### src/rtl/divider_64bit_seq_if.sv
// Operand/result bundle for the sequential divider.
// master drives the request, slave (the divider) returns the results.
interface divider_64bit_seq_if #(
    parameter int unsigned WIDTH = 64
);
    logic             start;
    logic [WIDTH-1:0] dividend;
    logic [WIDTH-1:0] divisor;
    logic             busy;
    logic             done;
    logic [WIDTH-1:0] quotient;
    logic [WIDTH-1:0] remainder;
    logic             div_by_zero;

    modport master (
        output start, dividend, divisor,
        input  busy, done, quotient, remainder, div_by_zero
    );

    modport slave (
        input  start, dividend, divisor,
        output busy, done, quotient, remainder, div_by_zero
    );
endinterface

### src/rtl/divider_64bit_seq.sv
// Sequential unsigned restoring divider: one quotient bit per clock,
// trial subtraction done by the shared subtractor.
module subtractor #(
    parameter int unsigned WIDTH = 64
) (
    input  logic [WIDTH-1:0] a,
    input  logic [WIDTH-1:0] b,
    input  logic             c_in,
    output logic [WIDTH-1:0] difference,
    output logic             overflow
);
    assign difference = a - b - {{(WIDTH-1){1'b0}}, c_in};
    // Signed overflow: operands differ in sign and result sign differs from a.
    assign overflow = (a[WIDTH-1] != b[WIDTH-1]) && (difference[WIDTH-1] != a[WIDTH-1]);
endmodule

module divider_64bit_seq #(
    parameter int unsigned WIDTH = 64
) (
    input logic                 clk,
    input logic                 reset,
    divider_64bit_seq_if.slave  bus
);
    localparam int unsigned CW = $clog2(WIDTH);

    typedef enum logic [1:0] {StIdle, StRun, StDone} state_e;

    state_e           state_q, state_d;
    logic [WIDTH:0]   rem_q, rem_d;
    logic [WIDTH-1:0] quo_q, quo_d;
    logic [WIDTH-1:0] dvs_q, dvs_d;
    logic [CW-1:0]    count_q, count_d;
    logic [WIDTH-1:0] quotient_q, quotient_d;
    logic [WIDTH-1:0] remainder_q, remainder_d;
    logic             dbz_q, dbz_d;

    logic [WIDTH:0]   sh;
    logic [WIDTH:0]   cmp;
    logic             accept;
    logic [WIDTH-1:0] sub_diff;
    logic             unused_sub_overflow;
    logic [WIDTH:0]   rem_next;
    logic [WIDTH-1:0] quo_next;

    assign sh = {rem_q[WIDTH-1:0], quo_q[WIDTH-1]};

    subtractor #(.WIDTH(WIDTH)) u_sub (
        .a          (sh[WIDTH-1:0]),
        .b          (dvs_q),
        .c_in       (1'b0),
        .difference (sub_diff),
        .overflow   (unused_sub_overflow)
    );

    // Local borrow; a set sh MSB means the partial remainder already exceeds dvs.
    assign cmp      = {1'b0, sh[WIDTH-1:0]} - {1'b0, dvs_q};
    assign accept   = sh[WIDTH] | ~cmp[WIDTH];
    assign rem_next = accept ? {1'b0, sub_diff} : sh;
    assign quo_next = {quo_q[WIDTH-2:0], accept};

    always_comb begin
        state_d     = state_q;
        rem_d       = rem_q;
        quo_d       = quo_q;
        dvs_d       = dvs_q;
        count_d     = count_q;
        quotient_d  = quotient_q;
        remainder_d = remainder_q;
        dbz_d       = dbz_q;
        case (state_q)
            StIdle: begin
                if (bus.start) begin
                    if (bus.divisor == '0) begin
                        quotient_d  = '1;
                        remainder_d = bus.dividend;
                        dbz_d       = 1'b1;
                        state_d     = StDone;
                    end else begin
                        rem_d   = '0;
                        quo_d   = bus.dividend;
                        dvs_d   = bus.divisor;
                        count_d = '0;
                        dbz_d   = 1'b0;
                        state_d = StRun;
                    end
                end
            end
            StRun: begin
                rem_d   = rem_next;
                quo_d   = quo_next;
                count_d = count_q + 1'b1;
                if (count_q == CW'(WIDTH - 1)) begin
                    quotient_d  = quo_next;
                    remainder_d = rem_next[WIDTH-1:0];
                    state_d     = StDone;
                end
            end
            StDone:  state_d = StIdle;
            default: state_d = StIdle;
        endcase
    end

    always_ff @(posedge clk) begin
        if (reset) begin
            state_q     <= StIdle;
            rem_q       <= '0;
            quo_q       <= '0;
            dvs_q       <= '0;
            count_q     <= '0;
            quotient_q  <= '0;
            remainder_q <= '0;
            dbz_q       <= 1'b0;
        end else begin
            state_q     <= state_d;
            rem_q       <= rem_d;
            quo_q       <= quo_d;
            dvs_q       <= dvs_d;
            count_q     <= count_d;
            quotient_q  <= quotient_d;
            remainder_q <= remainder_d;
            dbz_q       <= dbz_d;
        end
    end

    assign bus.busy        = (state_q != StIdle);
    assign bus.done        = (state_q == StDone);
    assign bus.quotient    = quotient_q;
    assign bus.remainder   = remainder_q;
    assign bus.div_by_zero = dbz_q;
endmodule

### src/flat_wrapper.sv
// flat-port wrapper written by rule: the top's interface ports become plain ports
module divider_64bit_seq_flat 
#(
    parameter int unsigned WIDTH = 64
)
  (clk, reset, bus_start, bus_dividend, bus_divisor, bus_busy, bus_done, bus_quotient, bus_remainder, bus_div_by_zero);
  divider_64bit_seq_if #(.WIDTH(WIDTH)) bus_i ();
  input logic clk;
  input logic reset;
  input wire logic [$bits(bus_i.start)-1:0] bus_start;
  input wire logic [$bits(bus_i.dividend)-1:0] bus_dividend;
  input wire logic [$bits(bus_i.divisor)-1:0] bus_divisor;
  output wire logic [$bits(bus_i.busy)-1:0] bus_busy;
  output wire logic [$bits(bus_i.done)-1:0] bus_done;
  output wire logic [$bits(bus_i.quotient)-1:0] bus_quotient;
  output wire logic [$bits(bus_i.remainder)-1:0] bus_remainder;
  output wire logic [$bits(bus_i.div_by_zero)-1:0] bus_div_by_zero;
  assign bus_i.start = bus_start;
  assign bus_i.dividend = bus_dividend;
  assign bus_i.divisor = bus_divisor;
  assign bus_busy = bus_i.busy;
  assign bus_done = bus_i.done;
  assign bus_quotient = bus_i.quotient;
  assign bus_remainder = bus_i.remainder;
  assign bus_div_by_zero = bus_i.div_by_zero;
  divider_64bit_seq #(.WIDTH(WIDTH)) u_core (.clk(clk), .reset(reset), .bus(bus_i));
endmodule
### config.mk
export PLATFORM = sky130hd
export DESIGN_NAME = divider_64bit_seq_flat
export DESIGN_NICKNAME = d
export VERILOG_FILES = /design/src/rtl/divider_64bit_seq_if.sv /design/src/rtl/divider_64bit_seq.sv /design/src/flat_wrapper.sv
export SDC_FILE = /design/constraint.sdc
export NUM_CORES = 1
export LEC_CHECK = 0
export CAP_MARGIN = 20
export CORE_ASPECT_RATIO = 1.4
export CORE_MARGIN = 3
export CORE_UTILIZATION = 51
export DETAILED_ROUTE_END_ITERATION = 6
export PLACE_DENSITY_LB_ADDON = 0.1
export RECOVER_POWER = 25
export SYNTH_ARGS = -nofsm -noshare
export SYNTH_HDL_FRONTEND = slang
export SYNTH_HIERARCHICAL = 1
export SYNTH_SLANG_ARGS = --single-unit
### constraint.sdc
create_clock -name clk -period 3.85 [get_ports clk]
set_clock_uncertainty 0.15 [all_clocks]
set_input_delay 0.385 -clock clk [delete_from_list [all_inputs] [get_ports clk]]
set_output_delay 0.385 -clock clk [all_outputs]
set_load 0.02 [all_outputs]
# Word level (Yosys, flattened, before mapping)
# Cells that the tools add are included.
# classes
add_sub_neg	3
eq_ne	7
muxes	23
bitwise_logic	3
reduce_logical	9
# op_table
op	count
2-to-1 mux 64 bit	11
one-hot mux 64 bit (2 select lines)	4
subtractor 64 x 64 -> 65 bit	1
logical NOT 64 bit	1
subtractor 64 bit	1
2-to-1 mux 6 bit	2
one-hot mux 6 bit (2 select lines)	1
adder 6 x 1 -> 6 bit (second input constant)	1
equality test 6 bit (second input constant)	1
2-to-1 mux 2 bit	3
AND reduction 3 bit	2
inequality test 2 x 1 -> 1 bit (second input constant)	2
inequality test 2 bit (second input constant)	2
one-hot mux 2 bit (2 select lines)	1
AND reduction 2 bit	2
AND reduction 4 bit	1
nonzero test 2 bit	2
equality test 2 x 1 -> 1 bit (second input constant)	1
equality test 2 bit (second input constant)	1
logical NOT 2 bit	1
NOT 1 bit	2
2-to-1 mux 1 bit	1
OR 1 bit	1
# word_totals
register_bits	329
inputBits	131
out_inout_bits	131
wordCells	53

# Logic depth before layout (Yosys ltp)
# Gate-level depths: netlist of run 1.
# depth
word_depth	6
mapped_depth	17

# Hierarchy
# Netlist of run 1, hierarchy kept.
# modules_own_cells
mod	n_inst	cells_per_inst	area_each_um2	seq_area_each_um2
divider_64bit_seq	1	1809	15085.7	6586.3
subtractor	1	864	5723.0	0.0

# Worst setup path after synthesis of run 1
# OpenSTA, ideal clock, no wires.
# synth_path
kind	reg2reg
start	register u_core.dvs_q[0]
end	register u_core.rem_q[54]
setup_time_ns	0.074
t_arrival_ns	3.780
required_time_ns	3.626
path_slack_ns	-0.155
path_stages_with_launch	18
n_path_buf	0
synth_period_minus_slack_ns	4.005
path_cell_list	dfxtp_1 inv_1 fa_1 inv_1 ha_1 or2_2 fa_1 nand2b_1 a2111oi_0 or3_1 o211ai_2 a311oi_1 o21ai_2 a21oi_2 o21a_1 xnor2_1 o211ai_1 a31oi_1
# synth_via
word_cells_on_any_way	6
cone_classes	2 x add/sub; 2 x mux; 2 x bitwise
# synth_rtl
element	line	rtl
start: declaration	divider_64bit_seq.sv:31	logic [WIDTH-1:0] dvs_q, dvs_d;
start signal: assignment	divider_64bit_seq.sv:117	dvs_q <= dvs_d;
subtractor 64 bit	divider_64bit_seq.sv:12	assign difference = a - b - {{(WIDTH-1){1'b0}}, c_in};
via u_core.sub_diff[54]	divider_64bit_seq.sv:40	logic [WIDTH-1:0] sub_diff;
2-to-1 mux 64 bit	divider_64bit_seq.sv:58	assign rem_next = accept ? {1'b0, sub_diff} : sh;
one-hot mux 64 bit (2 select lines)	divider_64bit_seq.sv:70	case (state_q)
end signal: assignment	divider_64bit_seq.sv:115	rem_q <= rem_d;
end: declaration	divider_64bit_seq.sv:29	logic [WIDTH:0] rem_q, rem_d;
# The timed path passes the listed nets, and every way through them passes these cells.
# A chain may end at the register's enable or synchronous reset.

# Final worst setup path of run 1
# layout_path
start	register u_core.quo_q[63]
end	register u_core.rem_q[50]
# layout_via
word_cells_on_any_way	6
cone_classes	2 x add/sub; 2 x mux; 2 x bitwise
# layout_rtl
element	line	rtl
start: declaration	divider_64bit_seq.sv:30	logic [WIDTH-1:0] quo_q, quo_d;
start signal: assignment	divider_64bit_seq.sv:116	quo_q <= quo_d;
subtractor 64 bit	divider_64bit_seq.sv:12	
via u_core.sub_diff[50]	divider_64bit_seq.sv:40	
2-to-1 mux 64 bit	divider_64bit_seq.sv:58	
one-hot mux 64 bit (2 select lines)	divider_64bit_seq.sv:70	
# The timed path passes the listed nets, and every way through them passes these cells.

==> results of run 1 <==
==> layer usage <==
| layer | up-vias | track usage |
|---|---|---|
| met4 | 0 | 0.0980 |
| met1 | 10100 | 0.438 |
| li1 | 10200 | - |
| met3 | 145 | 0.0477 |
| met5 | - | 0 |
| met2 | 906 | 0.508 |
==> power by group <==
part / switching [mW] / internal [mW] / leakage, nW
logic: 4.48 / 3.13 / 8.30
clock network: 1.51 / 2.13 / 0.601
registers: 0.181 / 3.62 / 2.68
total: 6.18 / 8.88 / 11.6
==> worst max-delay path by stage <==
stage / endpoint / slack (ns) / cells after the start
after floorplan: u_core/rem_q[54]$_SDFFE_PP0P_ / 0.000009 / 16
after global placement: u_core/rem_q[54]$_SDFFE_PP0P_ / -0.27 / 18
after detailed placement: u_core/rem_q[54]$_SDFFE_PP0P_ / -0.36 / 17
after CTS: u_core/bus.remainder[54]$_SDFFE_PP0P_ / -0.13 / 18
after global routing: u_core/bus.remainder[54]$_SDFFE_PP0P_ / -0.29 / 17
final: u_core/rem_q[50]$_SDFFE_PP0P_ / -0.18 / 18
==> sequential cells by signal (all words and copies together), names as in the netlist <==
signal	flops
u_core/count_q	6
u_core/bus.remainder	64
u_core/dvs_q	64
u_core/state_q	2
u_core/bus.quotient	64
u_core/quo_q	64
u_core/bus.div_by_zero	1
u_core/rem_q	64
==> what timing repair did <==
action	CTS	global route
cloned	0	0
gates resized for setup	14	70
setup endpoints to repair	39	64
pin swaps	10	34
buffers inserted	2	8
==> worst register-to-register path: stages (launching register included) <==
cell and delay [ns]:
dfxtp_2 0.33, fa_1 0.52, inv_1 0.06, ha_2 0.17, or2_4 0.23, fa_2 0.34, nand2b_4 0.18, a2111oi_4 0.30
or3_4 0.21, o211ai_4 0.09, a311oi_2 0.27, buf_4 0.18, o21ai_4 0.09, a21oi_4 0.21, buf_4 0.13, buf_6 0.08
xnor2_2 0.10, o211ai_2 0.13, a31oi_1 0.19
==> cell type report <==
type                       count  area, sq um
inverter                     269         1010
tap                          528          661
timing repair buffer         501         4720
clock buffer                  47         1000
fill                        3412        12900
clock inverter                17          233
multi-input combinational   1871        12700
sequential                   329         6600
==> results.yml, run 1 <==
floorplanning:
  chipWidth_um: 177
  core_area_sq_mm: 0.0398
  die_area_sq_mm: 0.0433
  die_y_um: 245
  row_count: 86
  start_util: 0.522
  ios: 262
cells_and_area:
  syn_to_final_growth_pct: 29.5
  drive_gt1_frac: 0.143
  most-common-layout-cells: "nand2_1, dfxtp_1, inv_1"
  diodes: 0
  final_core_util: 0.677
  final_cells: 3562
  fin_area_sq_mm: 0.0269
  layout_commonest_cell: "nand2_1"
  nets: 3329
detailed_routing:
  drt-pass1-iter-count: 6
  top_layer: "met4"
  dr_wl_met2_mm: 32.8
  vias: 21300
  routedWlPerCell_um: 20.2
  ant_nets: 0
  routed-wl-met3_mm: 5.57
  drtIter0Drc: 2065
  wl_met1_mm: 31.3
  drc: 0
  wirelength_mm: 71.9
  viasPerCell: 5.99
sta:
  clock.fmax_mhz: 248
  finalHoldViolations: 0
  fin_crit_ns: 4.03
  final_max_slew_viol_count: 0
  setup_violations: 20
  maxSlewHeadroom: 0.382
  layout_setup_ws_ns: -0.179
  grt_setup_unrepaired: "true"
  fin_crit_sh: 1.05
  worst_pin_slew_ns: 0.919
  fin_tns_setup_ns: -1.66
  holdWs_ns: 0.160
worst_setup_path:
  cp_slowest_cell: "fa_1"
  critPathLaunch: "u_core/quo_q[63]$_SDFFE_PP0P_"
  crit_top_cell: "buf_4"
  endpoint_kind: "register"
  worstPathArrival_ns: 4.35
  r2r_slack_ns: -0.18
  path_max_fanout: 3
  cp_num_buf_inv: 4
  crit_family: "compound AO/OA/AOI/OAI gates"
  reg2reg_from: "u_core/quo_q[63]$_SDFFE_PP0P_"
  cpPeakStageDelay_ns: 0.52
  crit_type: "reg2reg"
  r2r_end: "u_core/rem_q[50]$_SDFFE_PP0P_"
  path_cells: "fa_1 > inv_1 > ha_2 > or2_4 > fa_2 > nand2b_4 > a2111oi_4 > or3_4 > o211ai_4 > a311oi_2 > buf_4 > o21ai_4 > a21oi_4 > buf_4 > buf_6 > xnor2_2 > o211ai_2 > a31oi_1"
  worst_ep_required_time_ns: 4.17
  critPathLaunchType: "register"
  reg2reg_depth: 18
power:
  power_mw: 15.1
  p_leak_nw: 11.6
  power.density_mw_per_mm2: 559
  vdd_drop_max_uv: 608
global_route:
  grt_overflow: 0
  track_usage: 0.316
  grt_max_degree: 110
  antenna_found_initial: 0
  grt_pass1_vias: 20100
  grt_pass1_wl_mm: 110
synth:
  synth.avg_cell_area_sq_um: 7.78
  synth_nets: 2993
  netlist_area_sq_mm: 0.0208
  yosys_warnings: 6
  netlist_instances: 2672
place:
  portBuffers: 261
  place_congestion: 0.963
  place_ws_ns: -0.356
  dpl.hpwl_mm: 54.1
  dp_cells: 3488
  placed_area_sq_mm: 0.0252
job:
  maxCapViolCount: 0
cts:
  path_clk_slew_ns: 0.07
  insertion_delay_ns: 0.55
  cts_buffers: 36
  cts_hold_buf: 0
  cts_buffer_depth: 3
  ctsRootBufferMaster: "clkbuf_16"
  cts_sinks: 329
  htree_levels: 2
  cts_tree: "yes"
min_path:
  hp-start: "reset"
  holdPathEnd: "u_core/dvs_q[7]$_SDFFE_PP0P_"
  whs_path_depth: 2
  hold_path_class: "in2reg"
status:
  status: "complete, but fails checks"
  violations: "setup timing"
Power figures use the tool's default switching activity.
==> inputs of run 2 (changes only) <==
TNS_END_PERCENT = 100   (was not set)
==> results of run 2 <==
No change in the layout: final DEF, timing and power equal those of run 1.
==> inputs of run 3 (changes only) <==
CORE_ASPECT_RATIO = not set   (was 1.4)
==> run 3 against run 2 <==
The flow still finishes with violations (setup timing). Sequential share of layout area decreased by 0.091 points. Worst setup slack got worse by 0.025 ns. Hold slack got worse by 0.052 ns. Critical path type unchanged.
==> results.yml, run 3 (synthesis gave the netlist of run 1 again) <==
status:
  status: "complete, but fails checks"
  violations: "setup timing"
power:
  p_leak_nw: 11.7
  power.density_mw_per_mm2: 562
  vdd_drop_max_uv: 451
  power_mw: 15.2
cts:
  htree_levels: 2
  cts_buffer_depth: 3
  cts_buffers: 39
  cts_sinks: 329
  cts_tree: "yes"
  path_clk_slew_ns: 0.06
  insertion_delay_ns: 0.58
  ctsRootBufferMaster: "clkbuf_16"
sta:
  layout_setup_ws_ns: -0.203
  final_max_slew_viol_count: 0
  maxSlewHeadroom: 0.403
  fin_crit_ns: 4.05
  worst_pin_slew_ns: 0.894
  grt_setup_unrepaired: "true"
  fin_crit_sh: 1.05
  holdWs_ns: 0.108
  finalHoldViolations: 0
  clock.fmax_mhz: 247
  setup_violations: 38
place:
  place_congestion: 1.02
  placed_area_sq_mm: 0.0253
  portBuffers: 261
  dpl.hpwl_mm: 56.2
  dp_cells: 3479
floorplanning:
  die_y_um: 208
  ios: 262
  core_area_sq_mm: 0.0400
  die_area_sq_mm: 0.0432
  row_count: 73
  chipWidth_um: 208
  start_util: 0.520
worst_setup_path:
  path_cells: "inv_2 > fa_1 > inv_1 > ha_2 > or2_4 > fa_2 > nand2b_4 > buf_6 > a311oi_2 > buf_4 > nand4bb_4 > nand4_1 > nand3_2 > nand2_4 > o21bai_4 > nor2b_4 > xnor2_1 > o211ai_1 > a31oi_1"
  critPathLaunchType: "register"
  path_max_fanout: 3
  cp_slowest_cell: "fa_1"
  worst_ep_required_time_ns: 4.19
  endpoint_kind: "register"
  cpPeakStageDelay_ns: 0.54
  crit_type: "reg2reg"
  worstPathArrival_ns: 4.39
global_route:
  grt_pass1_wl_mm: 113
  grt_pass1_vias: 19800
  grt_overflow: 0
  antenna_found_initial: 0
  grt_max_degree: 99
  track_usage: 0.325
cells_and_area:
  fillers: 3368
  drive_gt1_frac: 0.140
  layout_commonest_cell: "nand2_1"
  most-common-layout-cells: "nand2_1, dfxtp_1, inv_1"
  fin_area_sq_mm: 0.0270
  syn_to_final_growth_pct: 30.0
  nets: 3325
  final_cells: 3558
detailed_routing:
  ant_nets: 0
  routedWlPerCell_um: 20.7
  drtIter0Drc: 1982
  vias: 21200
  wirelength_mm: 73.5
  drt-pass1-iter-count: 6
  viasPerCell: 5.97
  drc: 0
job:
  maxCapViolCount: 0
min_path:
  hold_path_class: "in2reg"
run 3: changes by cell type in the layout (fill, tap and decap cells not counted), moves of 4 or more:
| cell | change |
|---|---|
| a21oi_1 | -4 |
| buf_6 | +6 |
| xnor2_1 | -6 |
| xnor2_2 | +6 |
| ha_1 | +6 |
| a21oi_2 | +4 |
| clkbuf_1 | +8 |
| buf_4 | -22 |
| buf_12 | +9 |
| ha_4 | -4 |
run 3: power breakdown:
part | internal, mW | switching (mW) | leakage [nW]
registers | 3.62 | 0.175 | 2.68
clock network | 2.23 | 1.55 | 0.628
logic | 3.14 | 4.47 | 8.35
total | 8.99 | 6.19 | 11.7
run 3: cell type report:
cell class                 instances  area, sq um  share of cell area
sequential                       329         6590               0.244
clock inverter                    10          159             0.00588
antenna                            1         2.50           0.0000926
timing repair buffer             494         4800               0.178
inverter                         269         1010              0.0375
clock buffer                      59         1120              0.0415
multi-input combinational       1871        12700               0.469
tap                              525          657              0.0243
run 3: worst paths after layout:
check / slack [ns] / end / cells after the start / start
min reg2reg: 0.33 / u_core/dvs_q[1]$_SDFFE_PP0P_ / 2 / u_core/dvs_q[1]$_SDFFE_PP0P_
min: 0.11 / u_core/dvs_q[4]$_SDFFE_PP0P_ / 2 / reset
max reg2reg: -0.20 / u_core/bus.remainder[48]$_SDFFE_PP0P_ / 19 / u_core/dvs_q[0]$_SDFFE_PP0P_
max: -0.20 / u_core/bus.remainder[48]$_SDFFE_PP0P_ / 19 / u_core/dvs_q[0]$_SDFFE_PP0P_
run 3: worst max-delay path, delay by kind of cell, from the launching register on:
| family | cells | cell delay (ns) |
|---|---|---|
| and+or+nand+nor | 7 | 1.18 |
| DFF | 1 | 0.34 |
| adders and majority gates | 3 | 1.06 |
| xor gates and xnor gates | 1 | 0.12 |
| AOI/OAI and AO/OA | 4 | 0.73 |
| buffers and inverters | 4 | 0.38 |
run 3: through the flow:
step                       util  setup WS, ns  setup TNS [ns]
after global placement    0.632        -0.215           -3.34
after CTS                 0.668        -0.239           -3.16
final                     0.676        -0.203           -4.22
after detailed placement  0.632        -0.384           -7.67
after global routing      0.676        -0.331           -8.54
after floorplan               -    0.00000866               0
run 3: routing by layer:
layer	vias to the layer above	part of all wire	GRT usage
li1	10200	-	-
met1	10100	0.46	0.479
met2	904	0.42	0.484
met3	93	0.096	0.0703
met4	0	0.022	0.0797
met5	-	0	0
run 3: timing repair:
action	CTS	global route
hold buffers	0	0
resized for setup	35	52
pin swaps	28	37
buffers inserted	1	9
setup endpoints to repair	43	71
